$ cat src/rtl/fetch_unit_pkg.sv
// fetch_unit_pkg: fetch FSM encodings and default PC constants shared across the core
package fetch_unit_pkg;
  typedef enum logic [1:0] {FS_REQ, FS_WAIT, FS_VALID, FS_DRAIN} fetch_state_t;
  localparam logic [31:0] RESET_PC_DEF = 32'h0000_3000;
  localparam logic [31:0] EXC_VEC_DEF  = 32'h0000_4180;
endpackage

$ cat src/rtl/fetch_unit.sv
// fetch_unit: single-outstanding instruction fetch with prioritised redirects and stale-response draining
module fetch_unit
  import fetch_unit_pkg::*;
#(
  parameter logic [31:0] RESET_PC = RESET_PC_DEF,
  parameter logic [31:0] EXC_VEC  = EXC_VEC_DEF
) (
  input  logic        clk,
  input  logic        reset,
  input  logic        en,
  input  logic        jump_flush,
  input  logic [31:0] jump_target,
  input  logic        Int_M,
  input  logic        Iferet_M,
  input  logic [31:0] EPC,
  output logic        imem_req,
  output logic [31:0] imem_addr,
  input  logic        imem_rvalid,
  input  logic [31:0] imem_rdata,
  output logic [31:0] IR_F,
  output logic [31:0] PC4_F,
  output logic [31:0] PC_F,
  output logic        if_valid
);
  fetch_state_t state, state_nx;
  logic [31:0] pc, pc_nx, ibuf, ibuf_nx, redir_pc;
  logic redir;
  assign redir     = Int_M | Iferet_M | jump_flush;
  assign redir_pc  = (Int_M ? EXC_VEC : Iferet_M ? EPC : jump_target) & 32'hFFFF_FFFC;
  assign imem_req  = (state == FS_REQ) && !reset;
  assign imem_addr = pc;
  assign if_valid  = (state == FS_VALID);
  assign IR_F      = if_valid ? ibuf : 32'h0;
  assign PC4_F     = pc + 32'd4;
  assign PC_F      = pc;
  always_comb begin
    state_nx = state;
    pc_nx    = redir ? redir_pc : pc;
    ibuf_nx  = ibuf;
    case (state)
      FS_REQ:   state_nx = redir ? FS_DRAIN : FS_WAIT;
      FS_WAIT: begin
        if (imem_rvalid) begin
          state_nx = redir ? FS_REQ : FS_VALID;
          ibuf_nx  = redir ? ibuf : imem_rdata;
        end else if (redir) begin
          state_nx = FS_DRAIN;
        end
      end
      FS_DRAIN: state_nx = imem_rvalid ? FS_REQ : FS_DRAIN;
      FS_VALID: begin
        if (redir) begin
          state_nx = FS_REQ;
        end else if (en) begin
          state_nx = FS_REQ;
          pc_nx    = pc + 32'd4;
        end
      end
      default:  state_nx = FS_REQ;
    endcase
  end
  always_ff @(posedge clk) begin
    if (reset) begin
      state <= FS_REQ;
      pc    <= RESET_PC;
      ibuf  <= 32'h0;
    end else begin
      state <= state_nx;
      pc    <= pc_nx;
      ibuf  <= ibuf_nx;
    end
  end
endmodule

$ cat config.mk
export PLATFORM = sky130hd
export DESIGN_NAME = fetch_unit
export DESIGN_NICKNAME = d
export VERILOG_FILES = /design/src/rtl/fetch_unit_pkg.sv /design/src/rtl/fetch_unit.sv
export SDC_FILE = /design/constraint.sdc
export NUM_CORES = 1
export LEC_CHECK = 0
export CAP_MARGIN = 30
export CORE_MARGIN = 8
export CORE_UTILIZATION = 39
export CTS_CLUSTER_DIAMETER = 30
export DETAILED_ROUTE_END_ITERATION = 10
export PLACE_DENSITY = 0.89
export SKIP_CTS_REPAIR_TIMING = 1
export SLEW_MARGIN = 20
export SYNTH_ARGS = -nofsm -noshare
export SYNTH_HDL_FRONTEND = slang
export SYNTH_SLANG_ARGS = --single-unit
$ cat constraint.sdc
create_clock -name clk -period 2.6 [get_ports clk]
set_input_delay 0.52 -clock clk [delete_from_list [all_inputs] [get_ports clk]]
set_output_delay 0.52 -clock clk [all_outputs]
set_load 0.05 [all_outputs]
# After elaboration in Yosys (flattened, before gate mapping)
# Cells that the tools add are included.
[word_totals] ff_bits=66 inputBits=103 out_inout_bits=130 word_cells=32
[classes] n_addsub=1 eq_ne=5 mux=15 n_bitwise=3 reduce_logical=5
[op_table] operator="$mux 32" n=7
[op_table] operator="$add 32x3->32 const B" n=1
[op_table] operator="$mux 2" n=7
[op_table] operator="$pmux 2 s4" n=1
[op_table] operator="$eq 2x2->1 const B" n=2
[op_table] operator="$ne 3x2->1 const B" n=1
[op_table] operator="$ne 3x3->1 const B" n=1
[op_table] operator="$reduce_and 3->1" n=1
[op_table] operator="$eq 2x1->1 const B" n=1
[op_table] operator="$logic_not 2->1" n=1
[op_table] operator="$or 1x1->1" n=2
[op_table] operator="$reduce_and 2->1" n=1
[op_table] operator="$logic_and 1x1->1" n=1
[op_table] operator="$logic_not 1->1" n=1
[op_table] operator="$not 1->1" n=1

# Depth between registers and ports, before layout
[logic_depth] ltp_word=6 ltp_mapped=8 depth_no_buf=6

# Worst setup path before layout
# OpenSTA, ideal clock, no wires.
[synth_path] kind="flip-flop to output port" startpoint="register pc[12] (netlist: PC_F[12])" endpoint="output port PC4_F[22]" arrival_time_ns=2.738 required_time_ns=2.080 setup_slack_ns=-0.658 stages_incl_launch_ff=7 path_cell_list="dfxtp_1 buf_2 nand3_2 nor4_2 buf_2 nand4_1 xnor2_1"
[synth_via] elab_chain_len=1
[synth_lines] element="start, declared" line_no="fetch_unit.sv:26" rtl="logic [31:0] pc, pc_nx, ibuf, ibuf_nx, redir_pc;"
[synth_lines] element="start signal, assigned" line_no="fetch_unit.sv:69" rtl="pc <= pc_nx;"
[synth_lines] element="$add 32x3->32" line_no="fetch_unit.sv:34" rtl="assign PC4_F = pc + 32'd4;"
[synth_lines] element="end, declared" line_no="fetch_unit.sv:21" rtl="output logic [31:0] PC4_F,"
# Every way passes these cells.

# Worst setup path after layout
[layout_path] startpoint="register pc[11] (netlist: PC_F[11])" endpoint="output port PC4_F[22]"
# Same word-level chain as after synthesis.

==> metrics.md <==
| Metric | Value |
|---|---|
| PD cells | `392 nW/µm²` |
| Placed cells | `844` |
| Status | `finished, violations left` |
| Share of layout cells above drive strength 1 | `0.273` |
| Clock root cell | `clkbuf_8` |
| Syn Area/Cell | `7.89 µm²` |
| First-pass GRT wire length | `26.9 mm` |
| Final Setup Violations | `4` |
| Clock buffer depth | `2` |
| Cell accounting for the most synthesized area | `dfxtp_1` |
| CTS tree | `yes` |
| Worst EP arrival | `2.15 ns` |
| Min cycle time layout | `2.67 ns` |
| Clk_lat worst skew | `0.35 ns` |
| Slew Limit Fails | `0` |
| Non-Filler Instances | `878` |
| Seq/Total Area, Yosys | `0.325` |
| Syn Nets | `619` |
| Setup ws final | `-0.0665 ns` |
| Worst Path Required | `2.08 ns` |
| RSZ-0062 raised after global routing | `true` |
| Starting density of the core | `0.397` |
| Final core occ | `0.756` |
| Clk sinks | `66` |
| Maximum VDD drop | `0.219 mV` |
| Post-Route WL | `17.9 mm` |
| Top cells by area, synth | `dfxtp_1, nand2_1, buf_4` |
| Fin Clk Skew | `0.0102 ns` |
| Final hold violation count | `0` |
| CTS buffer count | `9` |
| Hold crit path type | `reg2reg` |
| Count leader, synth | `nand2_1` |
| Hold WS | `0.456 ns` |
| Nets | `840` |
| Ys flop type | `dfxtp_1` |
| Core Box Area | `10,200 µm²` |
| Synth cell count leaders | `nand2_1, dfxtp_1, a21oi_1, and2_1, buf_4` |
| Clock transition at path regs | `0.08 ns` |
| Antenna violations before repair | `1` |
| Die Span X | `118 µm` |
| Slew HR | `0.399` |
| Yosys cell types | `43` |
| Fin crit share | `1.03` |
| Type of the worst setup path | `reg2out` |
| Pin count of the biggest net entering global routing | `45` |
| DR pass1 iterations | `5` |
| Iteration-0 DRC Markers | `315` |
| Top-Level Pins | `233` |
| Post-synth EDFFs | `0` |
| Crit. End Element | `output port` |
| Die area | `13,900 µm²` |
| Async SR Flop Fraction | `0` |
| Power, Total | `3.03 mW` |
| Remaining Overflow, GRT | `0` |
| Share of the synthesized area in the top cell type | `0.325` |
| Failing checks | `setup timing` |
| H-tree depth | `3` |
| Syn Std Cell Area | `4060 µm²` |
| CP startpoint kind | `flop` |
| LEAKAGE | `2.98 nW` |
| Final Wtd Congestion | `0.832` |
| Routed vias/inst | `5.43` |
| Critical path peak fanout | `7` |
| Die height | `118 µm` |
| Total track usage | `0.237` |
| WL/cell | `20.4 µm` |
| Port Buffers | `228` |
| Seq cells post-synth | `66` |
| DRT antenna net count | `0` |
| Fin area | `7730 µm²` |
| Mapped Cells | `515` |
| Placed inst area | `7230 µm²` |
| Row count | `37` |
| Area grow syn2layout | `90.3%` |
| Fmax | `375 MHz` |
| Ys Warns | `0` |
| Worst-Margin Slew | `0.896 ns` |
| Max-cap viol count | `0` |
| Dpl hpwl | `13.4 mm` |
| Vias in the first global route | `4,993` |
| DR vias | `4,767` |
| DRC Markers | `0` |
| R2r setup slk | `0.54 ns` |
sequential cells by signal (all words and copies together) (netlist names):
signal and cells:
PC_F 32, ibuf 32, state 2
layout by cell type (no fill, tap or decap), types with 6 or more instances in the layout:
master,instances
clkdlybuf4s50_1,167
nand2_1,86
buf_12,59
buf_4,47
a21oi_1,44
dfxtp_1,43
and2_1,36
nor2_1,22
xor2_1,22
mux2i_1,16
nand3_1,15
nand4_1,15
dfxtp_4,12
o22ai_1,12
dfxtp_2,11
xnor2_2,11
xnor2_1,11
clkbuf_8,10
and3_1,9
o221ai_1,7
mux2_2,7
a22oi_1,6
kinds of logic after synthesis:
kind of cell             synth area share
AO/OA/AOI/OAI                       0.122
AND/OR/NAND/NOR                     0.273
XOR/XNOR                            0.119
adder cells (fa/ha/maj)           0.00308
buffers and inverters              0.0992
flip-flops                          0.325
multiplexers                       0.0588
layout make-up:
class | instances | area [µm²]
multi-input cells | 379 | 2700
well taps | 136 | 170
clock buffers | 11 | 163
flip-flops and latches | 66 | 1380
repair buffers | 277 | 3240
clock inverters | 5 | 60.1
inverters | 3 | 11.3
diodes | 1 | 2.50
fillers | 624 | 2500
routing by layer:
| layer | wire [µm] | vias up | track usage |
|---|---|---|---|
| met4 | 696 | 0 | 0.106 |
| met3 | 1770 | 66 | 0.0916 |
| met5 | 0 | - | 0 |
| met2 | 8970 | 298 | 0.407 |
| li1 | - | 2172 | - |
| met1 | 6450 | 2231 | 0.252 |
per-stage QoR:
stage                     setup TNS (ns)  setup slack (ns)
after global routing              -0.859            -0.196
after detailed placement               0             0.193
after CTS                          -1.71            -0.215
after global placement                 0             0.225
final                             -0.174           -0.0665
after floorplan                  -0.0670           -0.0670
final timing paths:
| check | from | to | cells past startpoint |
|---|---|---|---|
| max | PC_F[11] | PC4_F[22] | 7 |
| min | ibuf[1] | ibuf[1] | 2 |
| max reg2reg | PC_F[11] | PC_F[27] | 7 |
| min reg2reg | ibuf[1] | ibuf[1] | 2 |
critical path, stage by stage, from the launching register on:
cell and delay (ns):
dfxtp_2 0.35, buf_6 0.13, nand3_4 0.10, nor4_4 0.34, buf_6 0.18, nand4_1 0.23
xnor2_4 0.29, buf_12 0.17
power breakdown:
part / switching (mW) / internal [mW] / total (mW)
sequential: 0.0721 / 1.04 / 1.11
clock: 0.436 / 0.529 / 0.965
combinational: 0.524 / 0.426 / 0.949
total: 1.03 / 2.00 / 3.03
(Power assumes the default switching activity.)
==> patch 1, RTL diff (same settings) <==
Add an input register stage for `jump_target`, without a reset; this delays it by one clock. The other inputs are not delayed to match.
--- a/src/rtl/fetch_unit.sv
+++ b/src/rtl/fetch_unit.sv
@@ -22,11 +22,18 @@
   output logic [31:0] PC_F,
   output logic        if_valid
 );
+
+  logic [31:0] jump_target_q;
+
+  always_ff @(posedge clk) begin
+    jump_target_q <= jump_target;
+  end
+
   fetch_state_t state, state_nx;
   logic [31:0] pc, pc_nx, ibuf, ibuf_nx, redir_pc;
   logic redir;
   assign redir     = Int_M | Iferet_M | jump_flush;
-  assign redir_pc  = (Int_M ? EXC_VEC : Iferet_M ? EPC : jump_target) & 32'hFFFF_FFFC;
+  assign redir_pc  = (Int_M ? EXC_VEC : Iferet_M ? EPC : jump_target_q) & 32'hFFFF_FFFC;
   assign imem_req  = (state == FS_REQ) && !reset;
   assign imem_addr = pc;
   assign if_valid  = (state == FS_VALID);
Check against the original RTL: not equivalent (a bounded check fails within 4 cycles, from zero or initial values and one cycle with reset high).
==> patch 1 against the unedited design <==
Setup slack gained 73 ps. Sequential share of layout area grew 5.9 points. Final area grew 8.2%. Routed wire length grew 7.2%. Count of clock-buffer cells in the layout shrank 2. Area after synthesis grew 16%. Non-clock buffer count shrank 1. Via count grew 4.7%. Clock power grew 49%. Total power grew 32%. Final cell count grew 4.7%. Clock skew is essentially flat. Sequential cell count grew 30. Largest power group unchanged.
==> patch 1: results (changes against the unedited design) <==
[critical_path]
critical_path.max_stage_delay_ps=420  ; +70 ps
r2r_start=PC_F[10]
reg2regPathDepth=6  ; -1
cpMaxStageDelayCell=nor4_4
reg2reg_to=PC_F[26]
crit_fanout=6  ; -1
endpoint=PC4_F[29]
arrival_ps=2070  ; -80 ps
crit_start=PC_F[14]
reg2reg_slack_ps=510  ; -30 ps

[finish]
fin_nets=870  ; +3.6%
drive_above_1_share=0.281  ; +0.00885

[yosys]
yosysSeqAreaShare=0.407  ; +0.0817
yosysUniqueCellTypes=40  ; -7.0%
synth_top_cells_by_count=96 x dfxtp_1, 85 x nand2_1, 44 x a21oi_1
syn-num-nets=652  ; +5.3%
avgSynthCellArea_sq_um=8.62  ; +9.3%
synth_compound_area_frac=0.104  ; -0.0178
synth-adder-area-share=0.00265  ; -0.000431
muxShareOfSynthArea=0.0506  ; -0.00823
ys_top_cells_by_area=dfxtp_1 41%, nand2_1 6.8%, buf_4 6.0%
synthXorXnorAreaFrac=0.102  ; -0.0166

[global_routing]
grtUsageTotal=0.220  ; -0.0172
met3_usage=0.0983  ; +0.00671
grt_pass1_vias=5131  ; +2.8%
grt_max_degree=40  ; -11%
antenna_found_initial=2  ; +1
use_met2=0.399  ; -0.00816
grt_util_met1=0.219  ; -0.0331

[status]
status=complete, no violations

[sta]
timing.hold.ws_ps=451  ; -4.73 ps
clock-skew-final_ps=10.0  ; -0.199 ps

[route]
wire_per_inst_um=20.9  ; +2.4%
wl_met2_mm=9.95  ; +11%
vias=4993  ; +4.7%
highest_layer=met5
drt_iter0_markers=403  ; +28%
met3WireLength_mm=1.96  ; +11%

[placement]
dp.cells=892  ; +5.7%
globalplace.congestion=0.846  ; +1.7%
hpwl_mm=14.2  ; +6.4%
place_ws_ps=146  ; -47.0 ps

[power_and_ir_drop]
vdd_drop_max_v=0.000368  ; +68%
p_int_w=0.00279  ; +40%
p_leak_nw=3.22  ; +8.2%

[clocking]
clock-root-buffer=clkbuf_16

[worst_hold_path]
min_to=ibuf[31]
min_from=ibuf[31]

[patch 1: cell types whose count changed after synthesis, sizes merged, moves of 5 or more]
cell,unedited run,this run
buf,46,51
nor4,4,9
nand3,22,17
nor2,24,32
dfxtp,66,96
[patch 1: power groups by stage]
stage	Clock, W	Combinational, W	Sequential [W]
final	0.00144	0.000945	0.00160
after detailed placement	0	0.000932	0.00163
after global placement	0	0.000916	0.00163
after global routing	0.00153	0.000981	0.00161
after floorplan	0	0.000425	0.00171
after CTS	0.00147	0.000935	0.00160
[patch 1: cell type report]
class	count	area [sq um]
tap	147	184
fill	800	3540
antenna	1	2.50
clock inverter	7	93.8
multi-input combinational	381	2750
sequential	96	1990
inverter	2	7.51
clock buffer	9	225
timing repair buffer	276	3110
[patch 1: worst min-delay path, delay by kind of cell, from the launching register on]
| kind | cells | cell delay [ps] |
|---|---|---|
| AND/OR/NAND/NOR | 1 | 50 |
| AO/OA/AOI/OAI | 1 | 50 |
| flip-flops | 1 | 310 |
==> patch 2, RTL diff (same flow settings) <==
Without the edit above. Make the reset (`reset`) asynchronous in one clocked block.
--- a/src/rtl/fetch_unit.sv
+++ b/src/rtl/fetch_unit.sv
@@ -59,7 +59,7 @@
       default:  state_nx = FS_REQ;
     endcase
   end
-  always_ff @(posedge clk) begin
+  always_ff @(posedge clk or posedge reset) begin
     if (reset) begin
       state <= FS_REQ;
       pc    <= RESET_PC;
Check against the original RTL: differs if reset is asserted again (counterexample within 4 cycles, from zero or initial values and one cycle with reset high); with reset held inactive, the same outputs for 10 cycles.
==> patch 2 against the unedited design <==
Setup slack lost 94 ps. Sequential cell count is the same. Routed wire length shrank 3.2%. Highest routed layer unchanged. Area after synthesis grew 6.1%. Critical endpoint is now PC4_F[28]. Synthesized cell count shrank 16%. The flow still finishes with violations (setup timing). Global-route usage shrank 1.0 points. Critical path depth shrank 2. Critical path type unchanged. Core utilization shrank 0.56 points. Final area grew 4.7%.
Power is not compared: it rests on default switching activity, and its combinational part moved more than twofold at a synthesized area within 25%.
==> patch 2: results (changes against the unedited design) <==
[placement]
globalplace.congestion=0.860  ; +3.3%
place_area_sq_mm=0.00758  ; +4.9%
hpwl_mm=13.3  ; -0.35%
io_buffers=228  ; unchanged

[power_and_ir_drop]
swShare=0.403
p_leak_nw=3.29
vdd_drop_max_v=0.000604
p_clk_frac=0.185

[finish]
antennaDiodeCount=0  ; -1
drive_above_1_share=0.369  ; +0.0968
fin_nets=765  ; -8.9%
nFillCells=641  ; +2.7%
final_util=0.750  ; -0.00560

[critical_path]
crit_fanout=8  ; +1
cpMaxStageDelayCell=dfstp_2
arrival_ps=2240  ; +90 ps
critical_path.max_stage_delay_ps=590  ; +240 ps

[route]
drc=0  ; unchanged
wire_per_inst_um=21.5  ; +5.5%
dr.pass1.iters=4  ; -1
drt_iter0_markers=220  ; -30%
viasPerCell=5.32  ; -2.1%

[status]
violations=setup timing
status=complete, but fails checks

[sta]
clock-skew-final_ps=16.0  ; +5.81 ps
setup_viol_count_final=7  ; +3
worst_pin_slew_ps=575  ; -321 ps
setup_ws_ps=-160  ; -93.6 ps

[yosys]
ys_top_cells_by_area=dfrtp_1 37%, mux2_2 7.3%, xnor2_1 6.3%
syn-num-nets=537  ; -13%
yosysSeqAreaShare=0.384  ; +0.0585
synthArstFlopShare=1.00  ; +1.00
yosysUniqueCellTypes=44  ; +2.3%
synth_top_cells_by_count=64 x dfrtp_1, 36 x buf_4, 34 x and2_1

[clocking]
cts_buffer_depth=2  ; unchanged
clk_latency_ps=350  ; about the same

[global_routing]
grt_pass1_wl_mm=26.0  ; -3.5%
grt_max_degree=50  ; +11%
grtUsageTotal=0.227  ; -0.00996
antenna_found_initial=0  ; -1
grt_pass1_vias=4641  ; -7.0%

[worst_hold_path]
hold_class=register to register

==> patch 2: final timing paths <==
kind	cells after the start	from	to	slack, ps
max in group asynchronous	3	reset	PC_F[13]	1330
max	5	PC_F[13]	PC4_F[28]	-160
max reg2reg	7	PC_F[2]	PC_F[10]	500
min reg2reg	1	ibuf[14]	ibuf[14]	480
min in group asynchronous	2	reset	state[0]	590
min	1	ibuf[14]	ibuf[14]	480
==> patch 2: metal layers <==
metal / part of all wire / track usage / up-vias
met4: 0.013 / 0.0655 / 0
met3: 0.13 / 0.117 / 20
met5: 0 / 0 / -
met2: 0.51 / 0.396 / 221
li1: - / - / 1925
met1: 0.35 / 0.234 / 2118
==> patch 2: cell type report <==
class                      instances  share of cell area
clock buffer                      12              0.0192
inverter                           4             0.00185
multi-input combinational        298               0.336
timing repair buffer             282               0.405
sequential                        66               0.207
tap                              140              0.0216
clock inverter                     4             0.00927
==> patch 2: stage by stage <==
step           setup TNS [ps]  hold slack [ps]  power (W)  worst slack, ps  cells
3_5_place_dp                0              468    0.00444             43.5    774
4_1_cts                 -3720              485    0.00547             -351    790
5_1_grt                 -1580              501    0.00569             -225    806
3_3_place_gp                0              458    0.00434              110    774
2_1_floorplan           -1880              449    0.00309             -240    433
6_report                 -595              479    0.00546             -160    806
==> patch 2: cell families (layout without fill, tap and decap cells) <==
family                     count (synthesis)  in the layout  share of synthesized area
DFF                                       66             66                      0.384
adders and majority gates                  1              1                    0.00290
AOI/OAI and AO/OA                         48             48                     0.0729
muxes                                     50             50                      0.125
xor gates and xnor gates                  58             58                      0.118
buffers and inverters                     69            302                      0.101
and+or+nand+nor                          141            141                      0.196
